==> src/rtl/voter_pkg.sv <==
// Shared types and constants for the TMR voter and its per-replica fault monitors.
package voter_pkg;

    typedef enum logic [1:0] {
        TRK_OK      = 2'd0,
        TRK_SUSPECT = 2'd1,
        TRK_FAULT   = 2'd2
    } trk_state_e;

    localparam int IDX_A = 2;
    localparam int IDX_B = 1;
    localparam int IDX_C = 0;

    // True when at least two of the three flags are set (2-of-3 majority of the flags).
    function automatic logic at_least_two(input logic [2:0] m);
        return (m[0] & m[1]) | (m[0] & m[2]) | (m[1] & m[2]);
    endfunction

endpackage

==> src/rtl/voter_replica_mon.sv <==
// One replica's persistent-fault tracker (OK/SUSPECT/FAULT) plus its saturating mismatch
// counter, which exists only when VOTER_ERR_CNT_EN is defined.
module voter_replica_mon
    import voter_pkg::*;
#(
    parameter int CNT_WIDTH = 8,
    parameter int PERSIST   = 4
) (
    input  logic                 clk,
    input  logic                 rstn,
    input  logic                 en,
    input  logic                 clr,
    input  logic                 mis_i,
    output logic                 fault_o,
    output logic [CNT_WIDTH-1:0] err_cnt_o
);

    localparam int RUN_W = $clog2(PERSIST + 1);
    localparam logic [RUN_W-1:0] RUN_LIMIT = RUN_W'(PERSIST);

    trk_state_e       r_state;
    trk_state_e       w_state_nxt;
    logic [RUN_W-1:0] r_run;
    logic [RUN_W-1:0] w_run_nxt;
    logic [RUN_W-1:0] w_run_inc;

    assign w_run_inc = r_run + RUN_W'(1);

    always_ff @(posedge clk or negedge rstn) begin
        if (!rstn) begin
            r_state <= TRK_OK;
            r_run   <= '0;
        end else begin
            r_state <= w_state_nxt;
            r_run   <= w_run_nxt;
        end
    end

    // Disabled cycles leave the tracker untouched, so a SUSPECT run survives gaps in en.
    always_comb begin
        w_state_nxt = r_state;
        w_run_nxt   = r_run;
        if (clr) begin
            w_state_nxt = TRK_OK;
            w_run_nxt   = '0;
        end else if (en) begin
            case (r_state)
                TRK_OK: begin
                    if (mis_i) begin
                        w_run_nxt   = RUN_W'(1);
                        w_state_nxt = (PERSIST == 1) ? TRK_FAULT : TRK_SUSPECT;
                    end
                end
                TRK_SUSPECT: begin
                    if (mis_i) begin
                        w_run_nxt = w_run_inc;
                        if (w_run_inc == RUN_LIMIT) w_state_nxt = TRK_FAULT;
                    end else begin
                        w_state_nxt = TRK_OK;
                        w_run_nxt   = '0;
                    end
                end
                TRK_FAULT: w_state_nxt = TRK_FAULT;
                default: begin
                    w_state_nxt = TRK_OK;
                    w_run_nxt   = '0;
                end
            endcase
        end
    end

    assign fault_o = (r_state == TRK_FAULT);

`ifdef VOTER_ERR_CNT_EN
    logic [CNT_WIDTH-1:0] r_err_cnt;

    always_ff @(posedge clk or negedge rstn) begin
        if (!rstn) begin
            r_err_cnt <= '0;
        end else if (clr) begin
            r_err_cnt <= '0;
        end else if (en && mis_i && (r_err_cnt != '1)) begin
            r_err_cnt <= r_err_cnt + CNT_WIDTH'(1);
        end
    end

    assign err_cnt_o = r_err_cnt;
`else
    assign err_cnt_o = '0;
`endif

endmodule

==> src/rtl/voter_tmr_monitor.sv <==
// Registered bitwise 2-of-3 voter with per-replica mismatch flags and fault monitors.
// Error counters are compiled in only when VOTER_ERR_CNT_EN is defined.
module voter_tmr_monitor
    import voter_pkg::*;
#(
    parameter int WIDTH     = 6,
    parameter int CNT_WIDTH = 8,
    parameter int PERSIST   = 4
) (
    input  logic                 clk,
    input  logic                 rstn,
    input  logic                 en,
    input  logic                 clr,
    input  logic [WIDTH-1:0]     A,
    input  logic [WIDTH-1:0]     B,
    input  logic [WIDTH-1:0]     C,
    output logic [WIDTH-1:0]     Q,
    output logic                 q_valid,
    output logic [2:0]           mis,
    output logic                 multi,
    output logic [CNT_WIDTH-1:0] err_cnt_a,
    output logic [CNT_WIDTH-1:0] err_cnt_b,
    output logic [CNT_WIDTH-1:0] err_cnt_c,
    output logic [2:0]           fault
);

    logic [WIDTH-1:0] w_maj;
    logic [2:0]       w_mis;
    logic [WIDTH-1:0] r_q;
    logic             r_q_valid;
    logic [2:0]       r_mis;
    logic             r_multi;

    assign w_maj        = (A & B) | (A & C) | (B & C);
    assign w_mis[IDX_A] = (A != w_maj);
    assign w_mis[IDX_B] = (B != w_maj);
    assign w_mis[IDX_C] = (C != w_maj);

    // Q holds across disabled cycles; the mismatch flags describe only the current sample.
    always_ff @(posedge clk or negedge rstn) begin
        if (!rstn) begin
            r_q       <= '0;
            r_q_valid <= 1'b0;
            r_mis     <= '0;
            r_multi   <= 1'b0;
        end else begin
            r_q_valid <= en;
            if (en) begin
                r_q     <= w_maj;
                r_mis   <= w_mis;
                r_multi <= at_least_two(w_mis);
            end else begin
                r_mis   <= '0;
                r_multi <= 1'b0;
            end
        end
    end

    assign Q       = r_q;
    assign q_valid = r_q_valid;
    assign mis     = r_mis;
    assign multi   = r_multi;

    voter_replica_mon #(.CNT_WIDTH(CNT_WIDTH), .PERSIST(PERSIST)) u_mon_a (
        .clk(clk), .rstn(rstn), .en(en), .clr(clr), .mis_i(w_mis[IDX_A]),
        .fault_o(fault[IDX_A]), .err_cnt_o(err_cnt_a)
    );

    voter_replica_mon #(.CNT_WIDTH(CNT_WIDTH), .PERSIST(PERSIST)) u_mon_b (
        .clk(clk), .rstn(rstn), .en(en), .clr(clr), .mis_i(w_mis[IDX_B]),
        .fault_o(fault[IDX_B]), .err_cnt_o(err_cnt_b)
    );

    voter_replica_mon #(.CNT_WIDTH(CNT_WIDTH), .PERSIST(PERSIST)) u_mon_c (
        .clk(clk), .rstn(rstn), .en(en), .clr(clr), .mis_i(w_mis[IDX_C]),
        .fault_o(fault[IDX_C]), .err_cnt_o(err_cnt_c)
    );

endmodule

==> config.mk <==
export PLATFORM = sky130hd
export DESIGN_NAME = voter_tmr_monitor
export DESIGN_NICKNAME = d
export VERILOG_FILES = /design/src/rtl/voter_pkg.sv /design/src/rtl/voter_replica_mon.sv /design/src/rtl/voter_tmr_monitor.sv
export SDC_FILE = /design/constraint.sdc
export NUM_CORES = 1
export LEC_CHECK = 0
export ABC_AREA = 1
export BUFFER_PORTS_ARGS = -buffer_cell sky130_fd_sc_hd__buf_2
export CORE_UTILIZATION = 30
export CTS_CLUSTER_SIZE = 10
export DETAILED_ROUTE_END_ITERATION = 12
export SKIP_CTS_REPAIR_TIMING = 1
export SLEW_MARGIN = 40
export SYNTH_ARGS = -nofsm -noshare
export SYNTH_HDL_FRONTEND = slang
export SYNTH_SLANG_ARGS = --single-unit
==> constraint.sdc <==
create_clock -name clk -period 1.4 [get_ports clk]
set_input_delay 0.28 -clock clk [delete_from_list [all_inputs] [get_ports clk]]
set_output_delay 0.28 -clock clk [all_outputs]
set_load 0.02 [all_outputs]
==> flow_summary.yaml, run 1 <==
grt:
  antenna_found_initial: 0
  grt_pass1_wl_um: 7148
  grtUsageTotal_pct: 12.19
  grt_max_degree: 27
  grt_pass1_vias: 1667
  grt_overflow: 0
sta:
  hold_viol: 0
  post-route-min-period_ps: 1346
  max_freq_mhz: 743.2
  finalSetupTns_ps: 0
  fin_worst_skew_ps: 1.351
  holdWs_ps: 5.261
  max_slew.worst_pin.slew_ps: 597.5
  setup-violations-final: 0
  relSlewSlack_pct: 60.17
  final.period_utilization_pct: 96.11
  grt_setup_unrepaired: "true"
  drv_slew: 0
drt:
  ant_nets: 0
  drtPass1Iterations: 4
  wl_per_cell_um: 10.76
  viasPerCell: 4.728
  routed_wl_um: 4357
  post-route-drc-count: 0
  num_vias: 1915
  drt-initial-drc-count: 63
die:
  core_area_um2: 6495
  initial_core_util_pct: 31.88
  num_rows: 29
  pin_count: 60
  fp.dieH_um: 85.08
  fp.dieW_um: 85.08
  dieArea_um2: 7239
clock_network:
  root_buffer: "clkbuf_8"
  cts_sinks: 26
  cts_tree: "built"
  max-clock-path-buffers: 2
  h-tree-depth: 1
  clk_pin_slew_ps: 90
  cts_buffers: 3
  insertion_delay_ps: 270
yosys:
  ys_warn_count: 0
  synth_top_area_share_pct: 31.42
  ys_top_cells_by_area: "dfrtp_1 (31%), nand2_1 (12%), buf_4 (10%)"
  synth_enable_flop_cells: 0
  synth-main-ff-cell: "dfrtp_1"
  netlist_area_um2: 2071
  synth_cell_type_count: 28
  synthCells: 284
  ys_seq_area_share_pct: 31.42
  ys_ff_latch: 26
  async_flop_share_pct: 100.0
  synth.avg_cell_area_um2: 7.291
  yosys.area.top_type: "dfrtp_1"
setup_path:
  endpoint_kind: "output port"
  startpoint_type: "flop"
  arrival_ps: 1070
  path_class: "reg -> out"
  critPathRequiredTime_ps: 1120
  cp_max_fo: 4
placement:
  dp_hpwl_um: 3487
  port_buffers: 35
  place_inst: 400
  gp_congestion: 0.8396
finish:
  drive_above_1_share_pct: 29.88
  syn_to_final_growth_pct: 16.92
  fill_cells: 688
  layout.nets: 358
  antenna_cells: 0
  final_cell_mix: "nand2_1 (62), buf_2 (33), nand3_1 (31)"
  stdcell_count: 405
  final_common_cell: "nand2_1"
  final_util_pct: 37.28
run:
  cap_violations: 0
status:
  status: "completed"
power_and_ir_drop:
  leakagePower_nw: 1.300
  pwr_density_cell_nw_per_um2: 1146
  irDropWorstVdd_v: 0.0004659
  p_total_mw: 2.774
worst_hold_path:
  hold_class: "in -> async"
-- Yosys cell counts (2+ instances only) --
master     n
o21ai_1    3
nor2_4     6
nand4_1    7
a21oi_1    6
inv_1     18
a21o_1     2
nand3_2    5
nor2_2     5
a31oi_1    3
xor2_1     3
nand3_4    2
dfrtp_1   26
o21ai_0   25
nor2_1    17
nand3_1   35
nand2_1   64
nand2_2    2
inv_2     12
nand3b_1   2
ha_1       6
buf_4     28
-- final timing paths --
| path | start | to | slack [ps] | cells after the start |
|---|---|---|---|---|
| max | u_mon_b.r_state[0]$_DFFE_PN0P_ | fault[1] | 50 | 2 |
| min reg2reg | Q[5]$_DFFE_PN0P_ | Q[5]$_DFFE_PN0P_ | 490 | 2 |
| min | rstn | mis[0]$_DFF_PN0_ | 5 | 1 |
| min in group clk | en | q_valid$_DFF_PN0_ | 150 | 1 |
| max reg2reg | u_mon_c.r_run[1]$_DFFE_PN0P_ | u_mon_c.r_state[0]$_DFFE_PN0P_ | 110 | 9 |
| max in group asynchronous | rstn | u_mon_b.r_state[0]$_DFFE_PN0P_ | 1000 | 1 |
-- registers in the layout (all words and copies together), names as in the netlist --
signal and cells:
u_mon_a.r_run 3, mis 3, Q 6, multi 1
u_mon_b.r_run 3, u_mon_c.r_run 3, u_mon_b.r_state 2, u_mon_c.r_state 2
u_mon_a.r_state 2, q_valid 1
-- cell families (layout without fill, tap and decap cells) --
group | count (synthesis) | after routing | synth area share (%)
AOI/OAI and AO/OA | 42 | 42 | 11.48
xor gates and xnor gates | 3 | 3 | 1.269
adders and majority gates | 6 | 6 | 3.625
buffers and inverters | 60 | 81 | 15.95
DFF | 26 | 26 | 31.42
other | 1 | 24 | 0.1811
and+or+nand+nor | 146 | 146 | 36.07
-- critical path: stages, from the launching register on --
cell and delay [ps]:
dfrtp_1 430, nor2_2 200, buf_4 170
-- through the flow --
step,worst slack [ps],cell area [um2]
6_report,54.42,2421
5_1_grt,-22.80,2421
4_1_cts,-59.63,2344
3_5_place_dp,-46.63,2302
3_3_place_gp,-40.39,2302
2_1_floorplan,91.78,2157
-- where the power goes --
part | switching [mW] | leakage (nW) | internal, mW
clock network | 0.233 | 0.0216 | 0.193
logic | 0.799 | 0.948 | 0.485
registers | 0.145 | 0.331 | 0.918
total | 1.18 | 1.30 | 1.60
-- routing by layer --
metal,GRT usage (%),vias to the layer above,part of all wire [%]
met3,1.556,2,5.5
met4,3.698,0,0.44
met1,16.24,873,49
met5,0,-,0
li1,-,977,-
met2,20.60,63,45
-- area by class of cell --
class | count | area, um2 | area share, %
repair buffers | 47 | 282.8 | 11.68
flip-flops and latches | 26 | 650.6 | 26.87
multi-input cells | 221 | 1234 | 50.96
inverters | 31 | 116.4 | 4.806
clock buffers | 3 | 41.29 | 1.705
well taps | 77 | 96.34 | 3.979
(Power assumes the default switching activity.)
==> run 2, diff against run 1 <==
Settings changed: CAP_MARGIN set to 20, SYNTH_HIERARCHICAL set to 1.
==> flow_summary.yaml, run 2 <==
yosys:
  yosys.area.top_type: "dfrtp_1"
  yosysMostFrequentCell: "nand2_1"
  ys_seq_area_share_pct: 30.30
  ys_warn_count: 6
  async_flop_share_pct: 100.0
  ys_ff_latch: 26
  ys_top_cells_by_count: "nand2_1 (101), nand3_1 (42), inv_1 (39)"
  synth_cell_type_count: 18
  synth_top_area_share_pct: 30.30
  netlist_area_um2: 2147
  synth_enable_flop_cells: 0
  synth-main-ff-cell: "dfrtp_1"
  synthCells: 330
  ys_top_cells_by_area: "dfrtp_1 (30%), nand2_1 (18%), nand3_1 (9.8%)"
  synth.avg_cell_area_um2: 6.506
sta:
  relSlewSlack_pct: 59.59
  hold_viol: 0
  grt_setup_unrepaired: "true"
  worst_slack_ps: 67.39
  max_freq_mhz: 750.4
  post-route-min-period_ps: 1333
  max_slew.worst_pin.slew_ps: 606.1
  fin_worst_skew_ps: 9.171
  final.period_utilization_pct: 95.19
  setup-violations-final: 0
  drv_slew: 0
status:
  status: "completed"
finish:
  stdcell_area_um2: 2547
  final_common_cell: "nand2_1"
  largest_register_ffs: 6
  antenna_cells: 0
  final-seq-area_um2: 654.4
  drive_above_1_share_pct: 26.18
  layout.nets: 411
  final_cell_mix: "nand2_1 (101), nand3_1 (42), inv_1 (38)"
  syn_to_final_growth_pct: 18.65
  fill_cells: 719
  multiInputGateArea_um2: 1251
power_and_ir_drop:
  p_comb_share_pct: 47.8
  power_frac_clock_pct: 16.0
  p_switching_mw: 1.312
  irDropWorstVdd_v: 0.0005764
  sw_frac_of_total_pct: 42.99
  internal_power_mw: 1.740
  pwr_density_cell_nw_per_um2: 1198
  p_seq_share_pct: 36.3
  leakagePower_nw: 1.463
die:
  dieArea_um2: 7500
  num_rows: 30
  fp.dieW_um: 86.60
  fp.dieH_um: 86.60
  pin_count: 60
  initial_core_util_pct: 31.26
  core_area_um2: 6869
setup_path:
  slowest_delay_ps: 470
  r2r_cells: 7
  cp_max_fo: 5
  critPathRequiredTime_ps: 1120
  path_class: "reg -> out"
  critical_path_depth: 2
  endpoint_kind: "output port"
  worstPathCellList: "nor2_4, buf_2"
  critPathBufInv: 1
  arrival_ps: 1050
  slowest_stage: "dfrtp_2"
  startpoint_type: "flop"
  cpLargestDelayFamily: "flip-flops"
grt:
  grt_overflow: 0
  grt_max_degree: 27
  use_met3_pct: 2.000
  grt_util_met2_pct: 21.57
  grtUsageTotal_pct: 12.45
  grt_pass1_vias: 1783
  antenna_found_initial: 0
  grt_pass1_wl_um: 7486
  busiest_layer: "met2"
  use_met1_pct: 16.09
clock_network:
  cts_tree: "built"
  insertion_delay_ps: 270
  h-tree-depth: 1
  cts_buffers: 3
  cts_sinks: 26
  root_buffer: "clkbuf_8"
  clk_pin_slew_ps: 90
  max-clock-path-buffers: 2
drt:
  routed_wl_um: 4531
  num_vias: 2043
  ant_nets: 0
  post-route-drc-count: 0
  viasPerCell: 4.274
  drtPass1Iterations: 4
  wl_per_cell_um: 9.479
  drt-initial-drc-count: 64
placement:
  gp_congestion: 0.8149
  dp_hpwl_um: 3550
  port_buffers: 35
  dp_slack_ps: -222.5
  place_area_um2: 2414
worst_hold_path:
  hold_class: "in -> async"
run:
  cap_violations: 0
run 2: final cells by class:
type | count | area share (%)
Multi-Input combinational cell | 257 | 49.12
Inverter | 43 | 6.336
Timing Repair Buffer | 52 | 11.98
Tap cell | 96 | 4.715
Sequential cell | 26 | 25.69
Clock buffer | 4 | 2.161
run 2: metrics by stage:
stage	hold slack (ps)	instances	total power [mW]	setup TNS (ps)	util, %
after CTS	16.99	471	2.908	-39.61	35.94
after floorplan	-15.59	351	2.092	0	-
final	4.118	478	3.052	0	37.09
after detailed placement	331.4	467	2.403	-2772	35.14
after global routing	50.35	478	3.321	-21.34	37.09
after global placement	333.8	467	2.368	-2376	35.14
run 2: logic make-up (layout without fill, tap and decap cells):
logic type,count (synthesis),in the layout,synth area share [%]
DFF,26,26,30.30
other,3,24,0.5244
and+or+nand+nor,205,205,42.60
adders and majority gates,6,6,3.496
buffers and inverters,68,99,16.14
AOI/OAI and AO/OA,22,22,6.935
run 2: path summary, 6_finish.rpt:
path	from	end	slack (ps)
min reg2reg	Q[0]$_DFFE_PN0P_	Q[0]$_DFFE_PN0P_	500
min	rstn	Q[5]$_DFFE_PN0P_	4
max reg2reg	u_mon_c/r_run[0]$_DFFE_PN0P_	u_mon_c/r_state[0]$_DFFE_PN0P_	160
max in group asynchronous	rstn	u_mon_b/r_state[0]$_DFFE_PN0P_	960
max	u_mon_c/r_state[0]$_DFFE_PN0P_	fault[0]	70
min in group clk	en	q_valid$_DFF_PN0_	240
run 2: layer usage:
metal	vias up	routed length [um]
li1	1077	-
met1	914	2219
met2	50	2080
met3	2	191
met4	0	40
met5	-	0
run 2: worst register-to-register path, stage by stage (launching register included):
cell     delay (ps)
dfrtp_1         420
ha_1            220
nand2_1          80
nand3_1         110
nand2_1         130
nand2_2          70
nand2_1          60
nand2_1          50
run 2: power groups by stage:
stage	registers (mW)	clock network, mW	logic (mW)
detailed placement	1.15	0	1.26
floorplan	1.14	0	0.948
global placement	1.14	0	1.23
finish	1.11	0.488	1.46
global route	1.13	0.538	1.65
CTS	1.13	0.515	1.26
==> run 3, diff against run 2 <==
Settings changed: CORE_UTILIZATION 30 to 48, PLACE_DENSITY set to 0.77.
==> flow_summary.yaml, run 3 (synthesized netlist as in run 2, its figures left out) <==
setup_path:
  arrival_ps: 1090
  reg2reg_slack_ps: 150
  path_class: "reg -> out"
  r2r_cells: 7
  endpoint_kind: "output port"
  r2r_end: "u_mon_c/r_state[0]$_DFFE_PN0P_"
  critPathRequiredTime_ps: 1120
  startpoint_type: "flop"
  rr_startpoint: "u_mon_c/r_run[0]$_DFFE_PN0P_"
  worstPathCellList: "nor2_2, buf_2"
  slowest_stage: "dfrtp_2"
  cp_max_fo: 6
  slowest_delay_ps: 460
drt:
  wl_per_cell_um: 9.744
  ant_nets: 0
  drtPass1Iterations: 4
  routed_wl_um: 4258
  post-route-drc-count: 0
  num_vias: 2035
  drt-initial-drc-count: 85
  viasPerCell: 4.657
placement:
  port_buffers: 35
  place_area_um2: 2394
  place_inst: 426
  gp_congestion: 0.8752
  dp_hpwl_um: 3294
finish:
  antenna_cells: 0
  drive_above_1_share_pct: 26.36
  final_common_cell: "nand2_1"
  stdcell_area_um2: 2534
  layout.nets: 416
  largest_register_ffs: 6
  final-seq-area_um2: 654.4
  fill_cells: 396
  multiInputGateArea_um2: 1239
  final_cell_mix: "nand2_1 (101), nand3_1 (42), inv_1 (38)"
  stdcell_count: 437
  syn_to_final_growth_pct: 18.01
die:
  pin_count: 60
  fp.dieW_um: 68.88
  initial_core_util_pct: 51.81
  dieArea_um2: 4744
  core_area_um2: 4144
  num_rows: 23
  fp.dieH_um: 68.88
power_and_ir_drop:
  p_comb_share_pct: 45.5
  p_seq_share_pct: 34.9
  pwr_density_cell_nw_per_um2: 1260
  internal_power_mw: 1.883
  irDropWorstVdd_v: 0.0005616
  sw_frac_of_total_pct: 41.02
  leakagePower_nw: 1.493
  power_frac_clock_pct: 19.7
  p_total_mw: 3.192
  p_switching_mw: 1.309
sta:
  max_freq_mhz: 729.8
  post-route-min-period_ps: 1370
  fin_worst_skew_ps: 3.975
  hold_viol: 13
  max_slew.worst_pin.slew_ps: 586.3
  setup-violations-final: 0
  final.period_utilization_pct: 97.87
  holdWs_ps: -3.199
  drv_slew: 0
  relSlewSlack_pct: 60.92
grt:
  grt_pass1_wl_um: 7072
  antenna_found_initial: 0
  grt_overflow: 0
  grtUsageTotal_pct: 19.74
  grt_max_degree: 27
  grt_pass1_vias: 1752
clock_network:
  max-clock-path-buffers: 2
  clk_pin_slew_ps: 90
  cts_sinks: 26
  root_buffer: "clkbuf_8"
  h-tree-depth: 1
  insertion_delay_ps: 270
  cts_tree: "built"
  cts_buffers: 3
run:
  cap_violations: 0
worst_hold_path:
  hold_class: "in -> async"
status:
  violations: "hold timing"
  status: "finished, violations left"
-- run 3: how the worst max path moves through the flow --
stage	cells after the start	slack (ps)	start	end
after floorplan	13	50	B[4]	u_mon_c/r_run[0]$_DFFE_PN0P_
after global placement	14	-150	C[3]	u_mon_c/r_run[2]$_DFFE_PN0P_
after detailed placement	14	-190	C[3]	u_mon_c/r_run[0]$_DFFE_PN0P_
after CTS	2	8	u_mon_a/r_state[0]$_DFFE_PN0P_	fault[2]
after global routing	2	-10	u_mon_c/r_state[0]$_DFFE_PN0P_	fault[0]
final	2	30	u_mon_c/r_state[0]$_DFFE_PN0P_	fault[0]
-- run 3: final cells by class --
class,instances,area share [%]
multi-input cells,257,48.89
flip-flops and latches,26,25.83
repair buffers,57,13.63
inverters,43,6.370
well taps,50,2.469
clock buffers,3,1.630
clock inverters,1,1.185
-- run 3: routing by layer --
layer	global-route usage (%)	vias up	wire length, um	share of wire, %
li1	-	1093	-	-
met1	24.95	887	1976	46
met2	34.83	53	2037	48
met3	3.125	2	219	5.1
met4	4.592	0	24	0.56
met5	0	-	0	0
-- run 3: worst max-delay path, delay by kind of cell, from the launching register on --
family / cells / cell delay, ps
and+or+nand+nor: 1 / 170
DFF: 1 / 460
buffers and inverters: 1 / 190
-- run 3: per-stage QoR --
step,setup WS (ps),utilization [%],setup TNS [ps]
global placement,-154.0,57.76,-1779
finish,29.80,61.14,0
floorplan,54.44,-,0
global route,-11.06,61.14,-11.06
CTS,8.460,59.48,0
detailed placement,-188.3,57.76,-2110
-- run 3: power by group through the flow --
stage | Clock, mW | Sequential (mW) | Combinational [mW]
floorplan | 0 | 1.14 | 0.948
global placement | 0 | 1.14 | 1.22
detailed placement | 0 | 1.14 | 1.25
CTS | 0.652 | 1.13 | 1.26
global route | 0.678 | 1.14 | 1.64
finish | 0.627 | 1.11 | 1.45
